### config.mk
export PLATFORM = sky130hd
export DESIGN_NAME = serial_frame_receiver_flat
export DESIGN_NICKNAME = d
export VERILOG_FILES = /design/src/rtl/serial_frame_receiver_if.sv /design/src/rtl/serial_frame_receiver.sv /design/src/flat_wrapper.sv
export SDC_FILE = /design/constraint.sdc
export NUM_CORES = 1
export LEC_CHECK = 0
export BUFFER_PORTS_ARGS = -buffer_cell sky130_fd_sc_hd__buf_2
export CORE_MARGIN = 3
export CORE_UTILIZATION = 58
export CTS_CLUSTER_DIAMETER = 100
export DETAILED_ROUTE_END_ITERATION = 10
export PLACE_DENSITY = 0.81
export SETUP_SLACK_MARGIN = 0.5
export SYNTH_ARGS = -nofsm -noshare
export SYNTH_HDL_FRONTEND = slang
export SYNTH_SLANG_ARGS = --single-unit
export TNS_END_PERCENT = 30
### constraint.sdc
create_clock -name clk -period 2.1 [get_ports clk]
set_input_delay 0.21 -clock clk [delete_from_list [all_inputs] [get_ports clk]]
set_output_delay 0.21 -clock clk [all_outputs]
set_load 0.05 [all_outputs]
### src/rtl/serial_frame_receiver_if.sv
// Bundle of the serial line, frame options and word delivery handshake
// shared by the frame receiver and whatever drives or consumes it.
interface serial_frame_receiver_if #(
   parameter int WIDTH = 4
);
   logic             ser_in;
   logic             ser_valid;
   logic             dir;
   logic             parity_en;
   logic             parity_odd;
   logic             data_ack;
   logic [WIDTH-1:0] data_out;
   logic             data_valid;
   logic             parity_err;
   logic             frame_err;
   logic             overrun;
   logic             busy;

   modport master (
      output ser_in, ser_valid, dir, parity_en, parity_odd, data_ack,
      input  data_out, data_valid, parity_err, frame_err, overrun, busy
   );

   modport slave (
      input  ser_in, ser_valid, dir, parity_en, parity_odd, data_ack,
      output data_out, data_valid, parity_err, frame_err, overrun, busy
   );
endinterface

### src/rtl/serial_frame_receiver.sv
// Serial frame receiver: start, WIDTH data bits, optional parity, stop.
// Rebuilds the word and hands it out through a valid/ack holding register.
module serial_frame_receiver #(
   parameter int WIDTH = 4
) (
   input  logic                  clk,
   input  logic                  rst,
   serial_frame_receiver_if.slave bus
);
   localparam int CW = $clog2(WIDTH + 1);
   localparam logic [CW-1:0] LAST_BIT = CW'(WIDTH - 1);

   typedef enum logic [1:0] {IDLE, DATA, PARITY, STOP} state_t;

   state_t           state_q, state_d;
   logic [WIDTH-1:0] sreg_q, sreg_d;
   logic [CW-1:0]    cnt_q, cnt_d;
   logic             par_q, par_d;
   logic             perr_q, perr_d;
   logic             dir_q, dir_d;
   logic             pen_q, pen_d;
   logic             podd_q, podd_d;
   logic [WIDTH-1:0] data_q, data_d;
   logic             dvalid_q, dvalid_d;
   logic             perr_out_q, perr_out_d;
   logic             ferr_q, ferr_d;
   logic             ovr_q, ovr_d;
   logic             good_stop, bad_stop;

   always_ff @(posedge clk) begin
      // NOTE: sequential state uses <= so every flop samples pre-edge values.
      if (rst) state_q <= IDLE;
      else     state_q <= state_d;
   end

   always_comb begin
      state_d = state_q;
      if (bus.ser_valid) begin
         case (state_q)
            IDLE:    if (!bus.ser_in) state_d = DATA;
            DATA:    if (cnt_q == LAST_BIT) state_d = pen_q ? PARITY : STOP;
            PARITY:  state_d = STOP;
            default: state_d = IDLE;
         endcase
      end
   end

   always_comb begin
      // NOTE: every *_d starts from its flop value, so no path infers a latch.
      sreg_d = sreg_q;
      cnt_d  = cnt_q;
      par_d  = par_q;
      perr_d = perr_q;
      dir_d  = dir_q;
      pen_d  = pen_q;
      podd_d = podd_q;
      if (bus.ser_valid) begin
         case (state_q)
            IDLE: begin
               // Frame options are frozen at the start bit for the whole frame.
               if (!bus.ser_in) begin
                  dir_d  = bus.dir;
                  pen_d  = bus.parity_en;
                  podd_d = bus.parity_odd;
                  cnt_d  = '0;
                  par_d  = 1'b0;
                  perr_d = 1'b0;
               end
            end
            DATA: begin
               sreg_d = dir_q ? {sreg_q[WIDTH-2:0], bus.ser_in}
                              : {bus.ser_in, sreg_q[WIDTH-1:1]};
               par_d  = par_q ^ bus.ser_in;
               cnt_d  = cnt_q + CW'(1);
            end
            PARITY:  perr_d = par_q ^ bus.ser_in ^ podd_q;
            default: ;
         endcase
      end
   end

   assign good_stop = bus.ser_valid && (state_q == STOP) && bus.ser_in;
   assign bad_stop  = bus.ser_valid && (state_q == STOP) && !bus.ser_in;

   always_comb begin
      data_d     = data_q;
      dvalid_d   = dvalid_q;
      perr_out_d = perr_out_q;
      ovr_d      = ovr_q;
      ferr_d     = bad_stop;
      if (good_stop) begin
         // A same-cycle ack frees the holding register for the new word.
         if (!dvalid_q || bus.data_ack) begin
            data_d     = sreg_q;
            perr_out_d = perr_q;
            dvalid_d   = 1'b1;
         end else begin
            ovr_d = 1'b1;
         end
      end else if (bus.data_ack && dvalid_q) begin
         dvalid_d   = 1'b0;
         perr_out_d = 1'b0;
         ovr_d      = 1'b0;
      end
   end

   always_ff @(posedge clk) begin
      if (rst) begin
         sreg_q     <= '0;
         cnt_q      <= '0;
         par_q      <= 1'b0;
         perr_q     <= 1'b0;
         dir_q      <= 1'b0;
         pen_q      <= 1'b0;
         podd_q     <= 1'b0;
         data_q     <= '0;
         dvalid_q   <= 1'b0;
         perr_out_q <= 1'b0;
         ferr_q     <= 1'b0;
         ovr_q      <= 1'b0;
      end else begin
         sreg_q     <= sreg_d;
         cnt_q      <= cnt_d;
         par_q      <= par_d;
         perr_q     <= perr_d;
         dir_q      <= dir_d;
         pen_q      <= pen_d;
         podd_q     <= podd_d;
         data_q     <= data_d;
         dvalid_q   <= dvalid_d;
         perr_out_q <= perr_out_d;
         ferr_q     <= ferr_d;
         ovr_q      <= ovr_d;
      end
   end

   always_comb begin
      bus.busy       = (state_q != IDLE);
      bus.data_out   = data_q;
      bus.data_valid = dvalid_q;
      bus.parity_err = perr_out_q;
      bus.frame_err  = ferr_q;
      bus.overrun    = ovr_q;
   end
endmodule

### src/flat_wrapper.sv
// flat-port wrapper written by rule: the top's interface ports become plain ports
module serial_frame_receiver_flat 
#(
   parameter int WIDTH = 4
)
  (clk, rst, bus_ser_in, bus_ser_valid, bus_dir, bus_parity_en, bus_parity_odd, bus_data_ack, bus_data_out, bus_data_valid, bus_parity_err, bus_frame_err, bus_overrun, bus_busy);
  serial_frame_receiver_if #(.WIDTH(WIDTH)) bus_i ();
  input  logic clk;
  input  logic rst;
  input wire logic [$bits(bus_i.ser_in)-1:0] bus_ser_in;
  input wire logic [$bits(bus_i.ser_valid)-1:0] bus_ser_valid;
  input wire logic [$bits(bus_i.dir)-1:0] bus_dir;
  input wire logic [$bits(bus_i.parity_en)-1:0] bus_parity_en;
  input wire logic [$bits(bus_i.parity_odd)-1:0] bus_parity_odd;
  input wire logic [$bits(bus_i.data_ack)-1:0] bus_data_ack;
  output wire logic [$bits(bus_i.data_out)-1:0] bus_data_out;
  output wire logic [$bits(bus_i.data_valid)-1:0] bus_data_valid;
  output wire logic [$bits(bus_i.parity_err)-1:0] bus_parity_err;
  output wire logic [$bits(bus_i.frame_err)-1:0] bus_frame_err;
  output wire logic [$bits(bus_i.overrun)-1:0] bus_overrun;
  output wire logic [$bits(bus_i.busy)-1:0] bus_busy;
  assign bus_i.ser_in = bus_ser_in;
  assign bus_i.ser_valid = bus_ser_valid;
  assign bus_i.dir = bus_dir;
  assign bus_i.parity_en = bus_parity_en;
  assign bus_i.parity_odd = bus_parity_odd;
  assign bus_i.data_ack = bus_data_ack;
  assign bus_data_out = bus_i.data_out;
  assign bus_data_valid = bus_i.data_valid;
  assign bus_parity_err = bus_i.parity_err;
  assign bus_frame_err = bus_i.frame_err;
  assign bus_overrun = bus_i.overrun;
  assign bus_busy = bus_i.busy;
  serial_frame_receiver #(.WIDTH(WIDTH)) u_core (.clk(clk), .rst(rst), .bus(bus_i));
endmodule
* After elaboration in Yosys (flattened, before gate mapping)
Index checks and enable logic that the tools add are counted.
** Operators by class
- Add/sub/neg operators :: 1
- Equality and inequality tests :: 8
- Mux-type cells :: 17
- Bitwise operators :: 3
- Reduce and logical (&&, ||, !) cells :: 20
** Operators with widths (number)
- AND reduction 3 bit :: 4
- two-way mux 1 bit :: 9
- AND reduction 2 bit :: 4
- nonzero test 2 bit :: 4
- != test 2 bit (second input constant) :: 3
- one-hot mux 2 bit (3 select lines) :: 1
- one-hot mux 3 bit (2 select lines) :: 1
- equality test 2 bit (second input constant) :: 2
- logical AND 1 bit :: 4
- two-way mux 2 bit :: 2
- two-way mux 4 bit :: 1
- one-hot mux 1 bit (2 select lines) :: 2
- adder 3 x 1 -> 3 bit (second input constant) :: 1
- equality test 3 x 2 -> 1 bit (second input constant) :: 1
- two-way mux 3 bit :: 1
- equality test 2 x 1 -> 1 bit (second input constant) :: 1
- logical NOT 1 bit :: 2
- logical NOT 2 bit :: 1
- != test 2 x 1 -> 1 bit (second input constant) :: 1
- bitwise XOR 1 bit :: 2
- logical OR 1 bit :: 1
- NOT 1 bit :: 1
** Storage, ports and cells
- Register bits :: 22
- Bits of input ports :: 8
- Output and inout bits :: 9
- Word-level logic and storage cells :: 62

* Longest topological paths before layout
Gate-level depths: netlist (run 1).
- Depth in word-level cells :: 5
- Gate-level depth with buffers :: 7

* Worst setup path after synthesis (run 1)
OpenSTA, ideal clock, no wires.
- Kind :: reg-to-reg
- Start :: register u_core.state_q[0]
- End :: register u_core.par_q
- Setup time :: 92 ps
- Arrival time :: 1405 ps
- Data required time :: 2008 ps
- Setup slack :: 603 ps
- Cell stages (with the launch flop) :: 6
- Path buffers :: 0
- Path through :: dfxtp_1 -> inv_1 -> ha_1 -> inv_1 -> a31oi_1 -> nor4_1
** Between the ends
- Cells in the longest elaborated chain, start to end :: 3
- Elaborated cells on any way between the ends :: 6
** RTL lines
- start: declaration :: line serial_frame_receiver.sv:15 : state_t state_q, state_d;
- start signal: assignment :: line serial_frame_receiver.sv:33 : else state_q <= state_d;
- equality test 2 x 1 -> 1 bit / logical NOT 2 bit (equally long branches) :: line serial_frame_receiver.sv:58 : case (state_q)
- nonzero test 2 bit (no source line) / != test 2 bit (equally long branches)
- AND reduction 3 bit (no source line)
- end signal: assignment :: line serial_frame_receiver.sv:124 : par_q <= par_d;
- end: declaration :: line serial_frame_receiver.sv:18 : logic par_q, par_d;
Parallel ways exist; a longest one is shown, timed or not.
A chain may end at the register's enable or synchronous reset.

* Worst setup path in the final report (run 1)
- Start :: register u_core.state_q[0]
- End :: output bus_busy
** Between the ends
- Cells in the longest elaborated chain, start to end :: 1
** RTL lines
- nonzero test 2 bit :: line serial_frame_receiver.sv:138 : bus.busy = (state_q != IDLE);
- end: declaration :: line flat_wrapper.sv:21 : output wire logic [$bits(bus_i.busy)-1:0] bus_busy;
Every way passes these cells.

==> results of run 1 <==
sequential cells by signal, summed over array words and instances (netlist names), 2 cells and up:
name,cells
u_core.cnt_q,3
u_core.sreg_q,4
u_core.state_q,2
u_core.bus.data_out,4
Yosys cell counts (2+ instances only):
cell type,n,area [µm²]
sky130_fd_sc_hd__nand3b_1,4,30.0
sky130_fd_sc_hd__a211oi_1,4,30.0
sky130_fd_sc_hd__ha_1,7,87.6
sky130_fd_sc_hd__nand2b_1,2,12.5
sky130_fd_sc_hd__a21oi_1,13,65.1
sky130_fd_sc_hd__a31oi_1,3,18.8
sky130_fd_sc_hd__and2_2,2,15.0
sky130_fd_sc_hd__nand2_1,2,7.51
sky130_fd_sc_hd__nand3_1,7,35.0
sky130_fd_sc_hd__o21ai_0,12,60.1
sky130_fd_sc_hd__clkbuf_1,4,15.0
sky130_fd_sc_hd__mux2i_1,7,70.1
sky130_fd_sc_hd__inv_1,5,18.8
sky130_fd_sc_hd__buf_2,3,15.0
sky130_fd_sc_hd__nor2b_1,2,12.5
sky130_fd_sc_hd__nor2_1,9,33.8
sky130_fd_sc_hd__dfxtp_1,22,440
metal layers:
| metal | wire length (µm) | vias up |
|---|---|---|
| met1 | 936 | 415 |
| met2 | 1050 | 25 |
| met4 | 48 | 0 |
| met5 | 0 | - |
| li1 | - | 457 |
| met3 | 91 | 5 |
power groups by stage:
stage | Clock, W | Sequential [W] | Combinational, W
3_5_place_dp | 0 | 0.000454 | 0.000120
3_3_place_gp | 0 | 0.000453 | 0.000116
5_1_grt | 0.000354 | 0.000448 | 0.000141
6_report | 0.000327 | 0.000446 | 0.000129
4_1_cts | 0.000331 | 0.000446 | 0.000125
2_1_floorplan | 0 | 0.000450 | 0.0000984
worst paths after layout:
kind / slack [ns] / end / start / cells after the start
setup / recovery: 0.56 / bus_busy / u_core.state_q[0] / 4
hold / removal: 0.12 / u_core.dir_q / bus_dir / 3
setup reg to reg: 0.62 / u_core.state_q[0] / u_core.state_q[0] / 5
hold reg to reg: 0.48 / u_core.bus.data_out[1] / u_core.bus.data_out[1] / 2
area by class of cell:
class	count	area share [%]
multi-input cells	86	48.3
flip-flops and latches	22	36.3
repair buffers	16	7.07
well taps	25	2.56
clock inverters	1	2.46
clock buffers	3	1.84
inverters	5	1.54
timing repair:
action,CTS,global route
pin swaps,0,0
gates resized for setup,4,1
setup endpoints to repair,2,1
critical path, stage by stage, from the launching register on:
cell and delay, ns:
sky130_fd_sc_hd__dfxtp_2 0.39, sky130_fd_sc_hd__inv_1 0.07, sky130_fd_sc_hd__ha_2 0.23, sky130_fd_sc_hd__inv_1 0.15
sky130_fd_sc_hd__buf_6 0.18
stage by stage:
stage / cells / hold WS (ns) / utilization [%]
3_3_place_gp: 154 / 0.441 / 66.3
6_report: 158 / 0.121 / 70.0
2_1_floorplan: 121 / 0.289 / -
5_1_grt: 158 / 0.139 / 70.0
3_5_place_dp: 154 / 0.456 / 66.3
4_1_cts: 158 / 0.121 / 69.7
logic make-up after synthesis:
kind of cell	share of synthesized area, %
simple gates	18.3
mux	6.44
compound gates	20.4
xor+xnor	0.806
buf+inv	5.52
fa+ha+maj	8.05
flops	40.5
==> impl_results.html, run 1 <==
<table>
<tr><th>Metric</th><th>Value</th></tr>
<tr><th colspan="2">Pwr</th></tr>
<tr><td>Static Leak</td><td>0.478 nW</td></tr>
<tr><td>Part of the total power dissipated in the clock network</td><td>36.2%</td></tr>
<tr><td>Power Internal</td><td>0.000675 W</td></tr>
<tr><td>Largest voltage drop on the vdd net</td><td>0.000483 V</td></tr>
<tr><td>Sequential cell fraction of total power</td><td>49.4%</td></tr>
<tr><td>Power density over the cells</td><td>739 nW/µm²</td></tr>
<tr><td>Share of total power in combinational logic</td><td>14.4%</td></tr>
<tr><td>Net switching power of the design</td><td>0.000227 W</td></tr>
<tr><td>Proportion of total power due to net switching</td><td>25.1%</td></tr>
<tr><td>Power, Total</td><td>0.000902 W</td></tr>
<tr><th colspan="2">Timing</th></tr>
<tr><td>Max-Slew Margin vs Limit</td><td>73.8%</td></tr>
<tr><td>Tmin final</td><td>1.54 ns</td></tr>
<tr><td>Unrepaired setup endpoints after global routing</td><td>no</td></tr>
<tr><td>Pin slew with the least headroom to its limit</td><td>0.393 ns</td></tr>
<tr><td>Achievable frequency</td><td>0.649 GHz</td></tr>
<tr><td>Post-route setup slack</td><td>0.558 ns</td></tr>
<tr><td>Final TNS setup</td><td>0 ns</td></tr>
<tr><td>Number of hold-slack violations in the final timing report</td><td>0</td></tr>
<tr><td>Crit share post-route</td><td>73.4%</td></tr>
<tr><td>Final max-slew violation count</td><td>0</td></tr>
<tr><td>Setup violations, final</td><td>0</td></tr>
<tr><td>Setup skew after layout</td><td>0.00428 ns</td></tr>
<tr><th colspan="2">Global routing</th></tr>
<tr><td>Global route total overflow</td><td>0</td></tr>
<tr><td>Antenna violations before repair</td><td>0</td></tr>
<tr><td>Global Route met2 Usage</td><td>32.1%</td></tr>
<tr><td>Vias in the first global route</td><td>834</td></tr>
<tr><td>M3 GR Usage</td><td>3.67%</td></tr>
<tr><td>Global routing met1 resource utilization</td><td>21.9%</td></tr>
<tr><td>Global-route wire length before repair</td><td>3540 µm</td></tr>
<tr><td>Highest-utilization routing layer at the global route stage</td><td>met2</td></tr>
<tr><td>Pin count of the biggest net entering global routing</td><td>23</td></tr>
<tr><td>Total routing usage reported by global routing</td><td>18.9%</td></tr>
<tr><th colspan="2">Layout</th></tr>
<tr><td>Nets@finish</td><td>149</td></tr>
<tr><td>Total area of sequential cells</td><td>443 µm²</td></tr>
<tr><td>Leading cell types in the layout, fill and taps excluded</td><td>sky130_fd_sc_hd__dfxtp_1 (20), sky130_fd_sc_hd__buf_2 (15), sky130_fd_sc_hd__a21oi_1 (13), sky130_fd_sc_hd__o21ai_0 (12), sky130_fd_sc_hd__nor2_1 (9)</td></tr>
<tr><td>Ant diodes</td><td>0</td></tr>
<tr><td>Area taken by multi-input logic gates</td><td>589 µm²</td></tr>
<tr><td>Cell area after layout</td><td>1220 µm²</td></tr>
<tr><td>Post-synthesis to final-layout area growth</td><td>12.3%</td></tr>
<tr><td>Number of filler instances in the final layout</td><td>146</td></tr>
<tr><td>Share of final-layout standard cells stronger than drive strength 1</td><td>21.8%</td></tr>
<tr><td>Leading cell type in the layout, fill and taps excluded</td><td>sky130_fd_sc_hd__dfxtp_1</td></tr>
<tr><th colspan="2">CTS</th></tr>
<tr><td>Number of H-tree levels</td><td>1</td></tr>
<tr><td>Clock Root Buffer</td><td>sky130_fd_sc_hd__clkbuf_4</td></tr>
<tr><td>Total setup buffers inserted after CTS</td><td>0</td></tr>
<tr><td>Max Buffers Root-to-Sink</td><td>2</td></tr>
<tr><td>Clock edge transition at the registers on the reported setup and hold paths</td><td>0.12 ns</td></tr>
<tr><td>CTS buffer count</td><td>3</td></tr>
<tr><td>Clock sink count</td><td>22</td></tr>
<tr><td>Cts hold-fix bufs</td><td>0</td></tr>
<tr><td>Clock latency reported for the late side of the worst-skew pair</td><td>0.32 ns</td></tr>
<tr><td>TritonCTS clock tree</td><td>yes</td></tr>
<tr><th colspan="2">Logic synthesis</th></tr>
<tr><td>Most frequently used flop master after synthesis</td><td>sky130_fd_sc_hd__dfxtp_1</td></tr>
<tr><td>Proportion of synthesized flip-flops having asynchronous set or reset</td><td>0%</td></tr>
<tr><td>Post-synthesis cell count</td><td>121</td></tr>
<tr><td>Average cell area after synthesis</td><td>8.99 µm²</td></tr>
<tr><td>Cell area after synthesis</td><td>1090 µm²</td></tr>
<tr><td>Count of distinct cell types in the synthesized netlist</td><td>30</td></tr>
<tr><td>Register bit count reported by yosys</td><td>22</td></tr>
<tr><td>Yosys warning total</td><td>0</td></tr>
<tr><td>Synthesized net count</td><td>136</td></tr>
<tr><td>Sequential share of the synthesized area</td><td>40.5%</td></tr>
<tr><td>EDFF count, synth</td><td>0</td></tr>
<tr><th colspan="2">Critical path</th></tr>
<tr><td>Worst EP arrival</td><td>1.33 ns</td></tr>
<tr><td>Type of the setup path with the least slack</td><td>reg -&gt; out</td></tr>
<tr><td>Critical Path Fanout Max</td><td>7</td></tr>
<tr><td>Startpoint type of the worst setup path</td><td>register</td></tr>
<tr><td>Critical path capture point type</td><td>output pin</td></tr>
<tr><td>Required time of the critical path</td><td>1.89 ns</td></tr>
<tr><th colspan="2">Place</th></tr>
<tr><td>Post-detail-place hpwl</td><td>1490 µm</td></tr>
<tr><td>Instance area after placement</td><td>1160 µm²</td></tr>
<tr><td>Pre-CTS WS</td><td>0.530 ns</td></tr>
<tr><td>Buffers added on ports</td><td>16</td></tr>
<tr><td>RePlAce Congestion</td><td>0.753</td></tr>
<tr><th colspan="2">Routing</th></tr>
<tr><td>Post-detailed-routing wire length</td><td>2120 µm</td></tr>
<tr><td>Post-DRT Antenna Nets</td><td>0</td></tr>
<tr><td>DRC violations left</td><td>0</td></tr>
<tr><td>Violation count after the first detailed-routing iteration</td><td>23</td></tr>
<tr><td>Routed wire per std cell</td><td>13.4 µm</td></tr>
<tr><td>Vias after detailed routing</td><td>902</td></tr>
<tr><td>Length of the first detailed-routing pass in iterations</td><td>4</td></tr>
<tr><td>Via/cell ratio</td><td>5.71</td></tr>
<tr><th colspan="2">Floorplanning</th></tr>
<tr><td>Die Height</td><td>49.3 µm</td></tr>
<tr><td>Die Span X</td><td>49.3 µm</td></tr>
<tr><td>Core area</td><td>1750 µm²</td></tr>
<tr><td>Initial cell density of the core</td><td>62.3%</td></tr>
<tr><td>Num ports</td><td>17</td></tr>
<tr><td>Number of placement rows</td><td>15</td></tr>
<tr><td>Area of the die</td><td>2430 µm²</td></tr>
<tr><th colspan="2">Job</th></tr>
<tr><td>Maxcap violations</td><td>0</td></tr>
<tr><th colspan="2">Min path</th></tr>
<tr><td>Kind of path behind the tightest hold check</td><td>in -&gt; reg</td></tr>
<tr><th colspan="2">Status</th></tr>
<tr><td>Result of the run</td><td>finished clean</td></tr>
</table>
Note: power is estimated with default switching activity, not from simulation.
==> inputs of run 2 (changes only) <==
--- a/config.mk
+++ b/config.mk
@@ -5,12 +5,13 @@
 export SDC_FILE = /design/constraint.sdc
 export NUM_CORES = 1
 export LEC_CHECK = 0
+export ABC_AREA = 1
 export BUFFER_PORTS_ARGS = -buffer_cell sky130_fd_sc_hd__buf_2
 export CORE_MARGIN = 3
-export CORE_UTILIZATION = 58
+export CORE_UTILIZATION = 49
 export CTS_CLUSTER_DIAMETER = 100
 export DETAILED_ROUTE_END_ITERATION = 10
-export PLACE_DENSITY = 0.81
+export PLACE_DENSITY = 0.73
 export SETUP_SLACK_MARGIN = 0.5
 export SYNTH_ARGS = -nofsm -noshare
 export SYNTH_HDL_FRONTEND = slang
==> constraint.sdc (replaced) <==
create_clock -name clk -period 1.26 [get_ports clk]
set_input_delay 0.126 -clock clk [delete_from_list [all_inputs] [get_ports clk]]
set_output_delay 0.126 -clock clk [all_outputs]
set_load 0.05 [all_outputs]
==> run 2 against run 1 <==
  * The run now ends with setup timing left
  * Sequential share of layout area shrank 5.9 points
  * Via count grew 15%
  * Critical path depth is the same
  * Wire length grew 24%
  * Power grew 100%
  * Cell count grew 26%
  * Highest routed layer unchanged
  * Combinational power grew to 3.8 times the previous value
  * Area after synthesis shrank 2.0%
  * Global-route usage grew 2.2 points
  * Sequential power grew 82%
==> impl_results.html, run 2 <==
<table>
<tr><th>Metric</th><th>Value</th></tr>
<tr><th colspan="2">Status</th></tr>
<tr><td>Result of the run</td><td>finished, violations left</td></tr>
<tr><td>Violated checks</td><td>setup timing</td></tr>
<tr><th colspan="2">Min path</th></tr>
<tr><td>Kind of path behind the tightest hold check</td><td>in -&gt; reg</td></tr>
<tr><td>Source of the worst hold timing path</td><td>bus_parity_en</td></tr>
<tr><th colspan="2">Critical path</th></tr>
<tr><td>Biggest cell delay along the critical path</td><td>0.39 ns (about the same)</td></tr>
<tr><td>Critical path capture point type</td><td>output pin</td></tr>
<tr><td>Worst reg2reg path depth</td><td>8 (+3)</td></tr>
<tr><td>Setup slack, reg-to-reg</td><td>-0.05 ns (-0.67 ns)</td></tr>
<tr><td>Endpoint of the worst register-to-register path</td><td>u_core.perr_q</td></tr>
<tr><td>Required time of the critical path</td><td>1.13 ns (-0.76 ns)</td></tr>
<tr><td>End of the critical path</td><td>bus_busy</td></tr>
<tr><td>Type of the setup path with the least slack</td><td>reg -&gt; out</td></tr>
<tr><td>Critical Path Fanout Max</td><td>3 (-4)</td></tr>
<tr><td>CP max-delay cell</td><td>sky130_fd_sc_hd__dfxtp_4</td></tr>
<tr><td>Ordered list of cells on the worst path</td><td>inv_4 -&gt; ha_4 -&gt; clkinvlp_4 -&gt; buf_6</td></tr>
<tr><td>Worst EP arrival</td><td>1.25 ns (-0.08 ns)</td></tr>
<tr><td>Launching point of the worst reg2reg path</td><td>u_core.state_q[1]</td></tr>
<tr><td>Startpoint type of the worst setup path</td><td>register</td></tr>
<tr><td>Worst setup path startpoint</td><td>u_core.state_q[1]</td></tr>
<tr><th colspan="2">Global routing</th></tr>
<tr><td>Total routing usage reported by global routing</td><td>21.1% (+2.2 points)</td></tr>
<tr><td>Vias in the first global route</td><td>1019 (+22%)</td></tr>
<tr><td>Antenna violations before repair</td><td>0 (unchanged)</td></tr>
<tr><td>Global-route wire length before repair</td><td>4260 µm (+20%)</td></tr>
<tr><td>Global route total overflow</td><td>0 (unchanged)</td></tr>
<tr><td>Pin count of the biggest net entering global routing</td><td>17 (-26%)</td></tr>
<tr><th colspan="2">Timing</th></tr>
<tr><td>Pin slew with the least headroom to its limit</td><td>0.488 ns (+0.0957 ns)</td></tr>
<tr><td>Crit share post-route</td><td>109%</td></tr>
<tr><td>Unrepaired setup endpoints after global routing</td><td>yes</td></tr>
<tr><td>Tmin final</td><td>1.37 ns</td></tr>
<tr><td>Number of hold-slack violations in the final timing report</td><td>0 (unchanged)</td></tr>
<tr><td>Post-route setup slack</td><td>-0.114 ns (-0.672 ns)</td></tr>
<tr><td>Achievable frequency</td><td>0.728 GHz</td></tr>
<tr><td>Setup violations, final</td><td>5 (+5)</td></tr>
<tr><td>Final TNS setup</td><td>-0.256 ns (-0.256 ns)</td></tr>
<tr><td>Setup skew after layout</td><td>0.00899 ns (+0.00471 ns)</td></tr>
<tr><td>Max-Slew Margin vs Limit</td><td>67.4% (-6.4 points)</td></tr>
<tr><td>Final max-slew violation count</td><td>0 (unchanged)</td></tr>
<tr><th colspan="2">Place</th></tr>
<tr><td>RePlAce Congestion</td><td>0.826 (+9.6%)</td></tr>
<tr><td>Buffers added on ports</td><td>16 (unchanged)</td></tr>
<tr><td>Pre-CTS WS</td><td>-0.0197 ns (-0.550 ns)</td></tr>
<tr><td>Post-detail-place hpwl</td><td>1640 µm (+9.6%)</td></tr>
<tr><td>Instance area after placement</td><td>1210 µm² (+4.6%)</td></tr>
<tr><th colspan="2">Layout</th></tr>
<tr><td>Ant diodes</td><td>0 (unchanged)</td></tr>
<tr><td>Leading cell type in the layout, fill and taps excluded</td><td>sky130_fd_sc_hd__nand2_1</td></tr>
<tr><td>Share of final-layout standard cells stronger than drive strength 1</td><td>43.6% (+22 points)</td></tr>
<tr><td>Nets@finish</td><td>188 (+26%)</td></tr>
<tr><td>Cell area after layout</td><td>1520 µm² (+24%)</td></tr>
<tr><td>Number of filler instances in the final layout</td><td>143 (-2.1%)</td></tr>
<tr><td>Area taken by multi-input logic gates</td><td>647 µm² (+9.8%)</td></tr>
<tr><td>Post-synthesis to final-layout area growth</td><td>42.4%</td></tr>
<tr><td>Leading cell types in the layout, fill and taps excluded</td><td>sky130_fd_sc_hd__nand2_1 (23), sky130_fd_sc_hd__nor2_1 (20), sky130_fd_sc_hd__inv_1 (11), sky130_fd_sc_hd__dfxtp_1 (11)</td></tr>
<tr><td>Total area of sequential cells</td><td>462 µm² (+4.2%)</td></tr>
<tr><td>Final core area utilization</td><td>75.8% (+5.8 points)</td></tr>
<tr><th colspan="2">Logic synthesis</th></tr>
<tr><td>Share of the synthesized area in the top cell type</td><td>41.3% (+0.81 points)</td></tr>
<tr><td>Sequential share of the synthesized area</td><td>41.3% (+0.81 points)</td></tr>
<tr><td>Cell type with the highest aggregate area in the netlist</td><td>sky130_fd_sc_hd__dfxtp_1</td></tr>
<tr><td>Cell area after synthesis</td><td>1070 µm² (-2.0%)</td></tr>
<tr><td>Count of distinct cell types in the synthesized netlist</td><td>23 (-23%)</td></tr>
<tr><td>Synthesized net count</td><td>160 (+18%)</td></tr>
<tr><td>Average cell area after synthesis</td><td>7.35 µm² (-18%)</td></tr>
<tr><td>Most frequently used flop master after synthesis</td><td>sky130_fd_sc_hd__dfxtp_1</td></tr>
<tr><td>Biggest area contributors in the synthesized netlist</td><td>sky130_fd_sc_hd__dfxtp_1 (41%), sky130_fd_sc_hd__nor2_1 (10%), sky130_fd_sc_hd__nand2_1 (8.8%), sky130_fd_sc_hd__ha_1 (8.2%), sky130_fd_sc_hd__o21ai_0 (6.1%)</td></tr>
<tr><td>Most numerous cell types in the synthesized netlist</td><td>sky130_fd_sc_hd__nor2_1 (29), sky130_fd_sc_hd__nand2_1 (25), sky130_fd_sc_hd__dfxtp_1 (22), sky130_fd_sc_hd__inv_1 (17), sky130_fd_sc_hd__o21ai_0 (13)</td></tr>
<tr><td>Post-synthesis cell count</td><td>145 (+20%)</td></tr>
<tr><td>Proportion of synthesized flip-flops having asynchronous set or reset</td><td>0% (unchanged)</td></tr>
<tr><td>Yosys warning total</td><td>0 (unchanged)</td></tr>
<tr><td>Register bit count reported by yosys</td><td>22 (unchanged)</td></tr>
<tr><td>Dominant cell by count in the synthesized netlist</td><td>sky130_fd_sc_hd__nor2_1</td></tr>
<tr><td>EDFF count, synth</td><td>0 (unchanged)</td></tr>
<tr><th colspan="2">Pwr</th></tr>
<tr><td>Static Leak</td><td>0.640 nW (+34%)</td></tr>
<tr><td>Largest voltage drop on the vdd net</td><td>0.000920 V (+90%)</td></tr>
<tr><td>Power density over the cells</td><td>1210 nW/µm² (+64%)</td></tr>
<tr><th colspan="2">CTS</th></tr>
<tr><td>Clock latency reported for the late side of the worst-skew pair</td><td>0.31 ns (about the same)</td></tr>
<tr><td>Cts hold-fix bufs</td><td>0 (unchanged)</td></tr>
<tr><td>CTS buffer count</td><td>3 (unchanged)</td></tr>
<tr><td>Clock sink count</td><td>22 (unchanged)</td></tr>
<tr><td>Number of H-tree levels</td><td>1 (unchanged)</td></tr>
<tr><td>Max Buffers Root-to-Sink</td><td>2 (unchanged)</td></tr>
<tr><td>Clock Root Buffer</td><td>sky130_fd_sc_hd__clkbuf_4</td></tr>
<tr><td>Clock edge transition at the registers on the reported setup and hold paths</td><td>0.13 ns (about the same)</td></tr>
<tr><td>TritonCTS clock tree</td><td>yes</td></tr>
<tr><th colspan="2">Floorplanning</th></tr>
<tr><td>Initial cell density of the core</td><td>53.2% (-9.0 points)</td></tr>
<tr><td>Die Height</td><td>52.6 µm (+6.8%)</td></tr>
<tr><td>Area of the die</td><td>2770 µm² (+14%)</td></tr>
<tr><td>Num ports</td><td>17 (unchanged)</td></tr>
<tr><td>Die Span X</td><td>52.6 µm (+6.8%)</td></tr>
<tr><td>Core area</td><td>2000 µm² (+15%)</td></tr>
<tr><td>Number of placement rows</td><td>16 (+1)</td></tr>
<tr><th colspan="2">Routing</th></tr>
<tr><td>Post-detailed-routing wire length</td><td>2640 µm (+24%)</td></tr>
<tr><td>Via/cell ratio</td><td>5.20 (-9.0%)</td></tr>
<tr><td>Violation count after the first detailed-routing iteration</td><td>10 (-57%)</td></tr>
<tr><td>Post-DRT Antenna Nets</td><td>0 (unchanged)</td></tr>
<tr><td>DRC violations left</td><td>0 (unchanged)</td></tr>
<tr><td>Vias after detailed routing</td><td>1034 (+15%)</td></tr>
<tr><td>Routed wire per std cell</td><td>13.2 µm (-1.4%)</td></tr>
<tr><td>Length of the first detailed-routing pass in iterations</td><td>4 (unchanged)</td></tr>
<tr><th colspan="2">Job</th></tr>
<tr><td>Maxcap violations</td><td>0 (unchanged)</td></tr>
</table>
-- run 2: cell types whose count changed in the layout (fill, tap and decap cells not counted), moves of 6 or more --
cell	delta
sky130_fd_sc_hd__buf_4	+8
sky130_fd_sc_hd__mux2i_1	-7
sky130_fd_sc_hd__dfxtp_2	+6
sky130_fd_sc_hd__buf_2	-8
sky130_fd_sc_hd__inv_1	+6
sky130_fd_sc_hd__nand2_1	+21
sky130_fd_sc_hd__nor2_2	+6
sky130_fd_sc_hd__a21oi_1	-10
sky130_fd_sc_hd__dfxtp_1	-9
sky130_fd_sc_hd__nor2_1	+11
sky130_fd_sc_hd__buf_8	+8
-- run 2: kinds of logic (layout without fill, tap and decap cells) --
kind of cell,Yosys count,count (layout),share of synthesized area (%)
flops,22,22,41.3
buf+inv,21,48,8.33
fa+ha+maj,7,7,8.22
compound gates,26,26,14.0
simple gates,69,69,28.2
-- run 2: worst min path at each step --
stage                     slack, ns                    end  cells after the start
final                          0.03           u_core.pen_q                      3
after floorplan                0.19  u_core.bus.parity_err                      1
after global routing           0.04  u_core.bus.parity_err                      2
after CTS                      0.03           u_core.pen_q                      3
after detailed placement       0.36           u_core.pen_q                      3
after global placement         0.35          u_core.podd_q                      3
-- run 2: worst max-delay path, delay by kind of cell (launching register included) --
kind	cells	cell delay (ns)
flops	1	0.39
fa+ha+maj	1	0.18
buf+inv	3	0.37
-- run 2: routing by layer --
| layer | track usage (%) | part of all wire (%) |
|---|---|---|
| met5 | 0 | 0 |
| met4 | 8.94 | 1.6 |
| met3 | 3.42 | 3.6 |
| met2 | 38.2 | 52 |
| met1 | 24.0 | 43 |
-- run 2: cell type report --
type | count | share of cell area, %
timing repair buffer | 25 | 15.7
inverter | 19 | 5.61
clock inverter | 1 | 1.98
multi-input combinational | 102 | 42.6
sequential | 22 | 30.4
clock buffer | 3 | 1.48
tap | 27 | 2.23
-- run 2: per-stage QoR --
stage               power (W)  std cells  hold slack [ns]
floorplan             0.00107        145            0.188
global placement      0.00116        189            0.348
detailed placement    0.00117        189            0.362
CTS                   0.00179        196           0.0317
global route          0.00193        199           0.0402
finish                0.00183        199           0.0312
-- run 2: repair_timing --
item | 4_1_cts | 5_1_grt
pin swaps | 4 | 7
cloned | 0 | 0
resized for setup | 54 | 21
buffers inserted | 3 | 3
endpoints found under the setup margin | 31 | 31
-- run 2: report_power, final --
group | switching [W] | internal (W)
sequential | 0.0000608 | 0.000750
combinational | 0.000281 | 0.000203
clock | 0.000217 | 0.000322
total | 0.000559 | 0.00127
==> inputs of run 3 (changes only) <==
--- a/config.mk
+++ b/config.mk
@@ -12,6 +12,7 @@
 export CTS_CLUSTER_DIAMETER = 100
 export DETAILED_ROUTE_END_ITERATION = 10
 export PLACE_DENSITY = 0.73
+export REMOVE_ABC_BUFFERS = 1
 export SETUP_SLACK_MARGIN = 0.5
 export SYNTH_ARGS = -nofsm -noshare
 export SYNTH_HDL_FRONTEND = slang
==> run 3 against run 2 <==
  * The flow still finishes with violations (setup timing)
  * First-iteration DRC count increased to 2.8 times the previous value
  * Sequential power decreased by 2%
  * Global-route usage increased by 0.46 points
  * Wire length is 5.3% higher
  * Combinational power rose by 27%
  * Setup slack better by 0.099 ns
  * Sequential share of layout area decreased by 1.0 points
==> impl_results.html, run 3 (synthesized netlist as in run 2, its figures left out) <==
<table>
<tr><th>Metric</th><th>Value</th></tr>
<tr><th colspan="2">Status</th></tr>
<tr><td>Result of the run</td><td>finished, violations left</td></tr>
<tr><td>Violated checks</td><td>setup timing</td></tr>
<tr><th colspan="2">Routing</th></tr>
<tr><td>Routed wire per std cell</td><td>13.6 µm (+2.7%)</td></tr>
<tr><td>Post-DRT Antenna Nets</td><td>0 (unchanged)</td></tr>
<tr><td>Via/cell ratio</td><td>5.14 (-1.1%)</td></tr>
<tr><td>Vias after detailed routing</td><td>1048 (+1.4%)</td></tr>
<tr><td>Post-detailed-routing wire length</td><td>2780 µm (+5.3%)</td></tr>
<tr><td>DRC violations left</td><td>0 (unchanged)</td></tr>
<tr><td>Violation count after the first detailed-routing iteration</td><td>28 (+18)</td></tr>
<tr><td>Length of the first detailed-routing pass in iterations</td><td>4 (unchanged)</td></tr>
<tr><th colspan="2">Place</th></tr>
<tr><td>DP Cell Count</td><td>193 (+2.1%)</td></tr>
<tr><td>RePlAce Congestion</td><td>0.766 (-7.2%)</td></tr>
<tr><td>Buffers added on ports</td><td>16 (unchanged)</td></tr>
<tr><td>Post-detail-place hpwl</td><td>1610 µm (-1.4%)</td></tr>
<tr><td>Pre-CTS WS</td><td>-0.126 ns (-0.106 ns)</td></tr>
<tr><td>Instance area after placement</td><td>1220 µm² (+0.41%)</td></tr>
<tr><th colspan="2">Critical path</th></tr>
<tr><td>Worst EP arrival</td><td>1.52 ns (+0.27 ns)</td></tr>
<tr><td>Ordered list of cells on the worst path</td><td>buf_6 -&gt; ha_4 -&gt; nand2_4 -&gt; buf_4 -&gt; nor2_1 -&gt; o21ai_0 -&gt; a21oi_1</td></tr>
<tr><td>Biggest cell delay along the critical path</td><td>0.38 ns (about the same)</td></tr>
<tr><td>Crit path buffers/inverters</td><td>2 (-1)</td></tr>
<tr><td>Type of the setup path with the least slack</td><td>reg -&gt; reg</td></tr>
<tr><td>Required time of the critical path</td><td>1.51 ns (+0.38 ns)</td></tr>
<tr><td>Startpoint type of the worst setup path</td><td>register</td></tr>
<tr><td>Dominant delay contributor by cell family on the critical path</td><td>flip-flops</td></tr>
<tr><td>Critical Path Fanout Max</td><td>3 (unchanged)</td></tr>
<tr><td>Critical path capture point type</td><td>register</td></tr>
<tr><td>CP max-delay cell</td><td>sky130_fd_sc_hd__dfxtp_2</td></tr>
<tr><th colspan="2">Timing</th></tr>
<tr><td>Setup skew after layout</td><td>0.00660 ns (-0.00240 ns)</td></tr>
<tr><td>Tmin final</td><td>1.27 ns (-0.0992 ns)</td></tr>
<tr><td>Worst Hold Slack</td><td>0.0298 ns (-0.00143 ns)</td></tr>
<tr><td>Unrepaired setup endpoints after global routing</td><td>yes</td></tr>
<tr><td>Final max-slew violation count</td><td>0 (unchanged)</td></tr>
<tr><td>Number of hold-slack violations in the final timing report</td><td>0 (unchanged)</td></tr>
<tr><td>Pin slew with the least headroom to its limit</td><td>0.460 ns (-0.0280 ns)</td></tr>
<tr><td>Max-Slew Margin vs Limit</td><td>69.3% (+1.9 points)</td></tr>
<tr><td>Post-route setup slack</td><td>-0.0148 ns (+0.0992 ns)</td></tr>
<tr><td>Crit share post-route</td><td>101% (-7.9 points)</td></tr>
<tr><td>Setup violations, final</td><td>2 (-3)</td></tr>
<tr><td>Achievable frequency</td><td>0.784 GHz (+7.8%)</td></tr>
<tr><th colspan="2">Pwr</th></tr>
<tr><td>Static Leak</td><td>0.685 nW (+7.1%)</td></tr>
<tr><td>Power density over the cells</td><td>1270 nW/µm² (+5.4%)</td></tr>
<tr><td>Largest voltage drop on the vdd net</td><td>0.000773 V (-16%)</td></tr>
<tr><td>Power, Total</td><td>0.00196 W (+7.1%)</td></tr>
<tr><th colspan="2">CTS</th></tr>
<tr><td>Clock latency reported for the late side of the worst-skew pair</td><td>0.31 ns (about the same)</td></tr>
<tr><td>Max Buffers Root-to-Sink</td><td>2 (unchanged)</td></tr>
<tr><td>Cts hold-fix bufs</td><td>0 (unchanged)</td></tr>
<tr><td>Clock Root Buffer</td><td>sky130_fd_sc_hd__clkbuf_4</td></tr>
<tr><td>Number of H-tree levels</td><td>1 (unchanged)</td></tr>
<tr><td>Clock edge transition at the registers on the reported setup and hold paths</td><td>0.13 ns (about the same)</td></tr>
<tr><td>Clock sink count</td><td>22 (unchanged)</td></tr>
<tr><td>CTS buffer count</td><td>3 (unchanged)</td></tr>
<tr><td>TritonCTS clock tree</td><td>yes</td></tr>
<tr><th colspan="2">Global routing</th></tr>
<tr><td>Global-route wire length before repair</td><td>4440 µm (+4.2%)</td></tr>
<tr><td>Antenna violations before repair</td><td>0 (unchanged)</td></tr>
<tr><td>Vias in the first global route</td><td>979 (-3.9%)</td></tr>
<tr><td>Global route total overflow</td><td>0 (unchanged)</td></tr>
<tr><td>Total routing usage reported by global routing</td><td>21.6% (+0.46 points)</td></tr>
<tr><td>Pin count of the biggest net entering global routing</td><td>17 (unchanged)</td></tr>
<tr><th colspan="2">Layout</th></tr>
<tr><td>Leading cell types in the layout, fill and taps excluded</td><td>sky130_fd_sc_hd__nor2_1 (21), sky130_fd_sc_hd__nand2_1 (19), sky130_fd_sc_hd__dfxtp_1 (14), sky130_fd_sc_hd__inv_1 (11)</td></tr>
<tr><td>Number of filler instances in the final layout</td><td>134 (-6.3%)</td></tr>
<tr><td>Number of standard cells in the layout, taps in and fillers out</td><td>204 (+2.5%)</td></tr>
<tr><td>Cell area after layout</td><td>1540 µm² (+1.6%)</td></tr>
<tr><td>Leading cell type in the layout, fill and taps excluded</td><td>sky130_fd_sc_hd__nor2_1</td></tr>
<tr><td>Ant diodes</td><td>0 (unchanged)</td></tr>
<tr><td>Post-synthesis to final-layout area growth</td><td>44.6%</td></tr>
<tr><td>Nets@finish</td><td>193 (+2.7%)</td></tr>
<tr><td>Area taken by multi-input logic gates</td><td>662 µm² (+2.3%)</td></tr>
<tr><td>Share of final-layout standard cells stronger than drive strength 1</td><td>44.1% (+0.46 points)</td></tr>
<tr><td>Total area of sequential cells</td><td>453 µm² (-1.9%)</td></tr>
<tr><th colspan="2">Floorplanning</th></tr>
<tr><td>Initial cell density of the core</td><td>53.2% (unchanged)</td></tr>
<tr><td>Core area</td><td>2000 µm² (unchanged)</td></tr>
<tr><td>Number of placement rows</td><td>16 (unchanged)</td></tr>
<tr><td>Die Span X</td><td>52.6 µm (unchanged)</td></tr>
<tr><td>Die Height</td><td>52.6 µm (unchanged)</td></tr>
<tr><td>Area of the die</td><td>2770 µm² (unchanged)</td></tr>
<tr><td>Num ports</td><td>17 (unchanged)</td></tr>
<tr><th colspan="2">Job</th></tr>
<tr><td>Maxcap violations</td><td>0 (unchanged)</td></tr>
<tr><th colspan="2">Min path</th></tr>
<tr><td>Kind of path behind the tightest hold check</td><td>in -&gt; reg</td></tr>
</table>
run 3: cell types whose count changed in the layout (fill, tap and decap cells not counted), moves of 3 or more:
cell | previous run | this run
sky130_fd_sc_hd__buf_2 | 7 | 10
sky130_fd_sc_hd__buf_6 | 2 | 5
sky130_fd_sc_hd__buf_8 | 8 | 5
sky130_fd_sc_hd__dfxtp_1 | 11 | 14
sky130_fd_sc_hd__nand2_1 | 23 | 19
sky130_fd_sc_hd__nand2_4 | 1 | 4
run 3: path summary, 6_finish.rpt:
path / startpoint / end / slack [ns] / cells past startpoint
max: u_core.state_q[0] / u_core.sreg_q[1] / -0.01 / 7
min: bus_parity_en / u_core.pen_q / 0.03 / 3
max reg2reg: u_core.state_q[0] / u_core.sreg_q[1] / -0.01 / 7
min reg2reg: u_core.cnt_q[2] / u_core.cnt_q[2] / 0.48 / 2
run 3: area by class of cell:
cell class                      instances  share of cell area (%)
Clock buffer                            3                    1.46
Clock inverter                          1                    1.95
Inverter                               19                    5.44
Multi-Input combinational cell        102                    42.9
Sequential cell                        22                    29.4
Tap cell                               27                    2.19
Timing Repair Buffer                   30                    16.6
run 3: timing repair:
action	4_1_cts	5_1_grt
pin swaps	13	9
resized for setup	45	35
setup buffers	6	1
endpoints found under the setup margin	31	31
run 3: worst min-delay path, stage by stage:
cell and delay, ns:
sky130_fd_sc_hd__buf_2 0.08, sky130_fd_sc_hd__nor2_1 0.03, sky130_fd_sc_hd__nor2_1 0.08
run 3: where the power goes:
| group | internal [W] | switching, W | leakage, nW | total (W) |
|---|---|---|---|---|
| clock network | 0.000321 | 0.000228 | 0.0279 | 0.000549 |
| registers | 0.000752 | 0.0000443 | 0.183 | 0.000796 |
| logic | 0.000276 | 0.000342 | 0.474 | 0.000618 |
run 3: per-layer routing:
metal,up-vias,wire length (µm),GRT usage [%]
met5,-,0,0
met4,0,14,6.81
met3,2,114,2.85
met2,35,1420,39.3
met1,480,1230,25.6
li1,531,-,-
run 3: through the flow:
step	util [%]	setup TNS [ns]
finish	77.0	-0.0264
global route	77.0	-0.773
global placement	60.8	-0.0446
detailed placement	60.8	-0.423
floorplan	-	-0.808
CTS	72.8	0
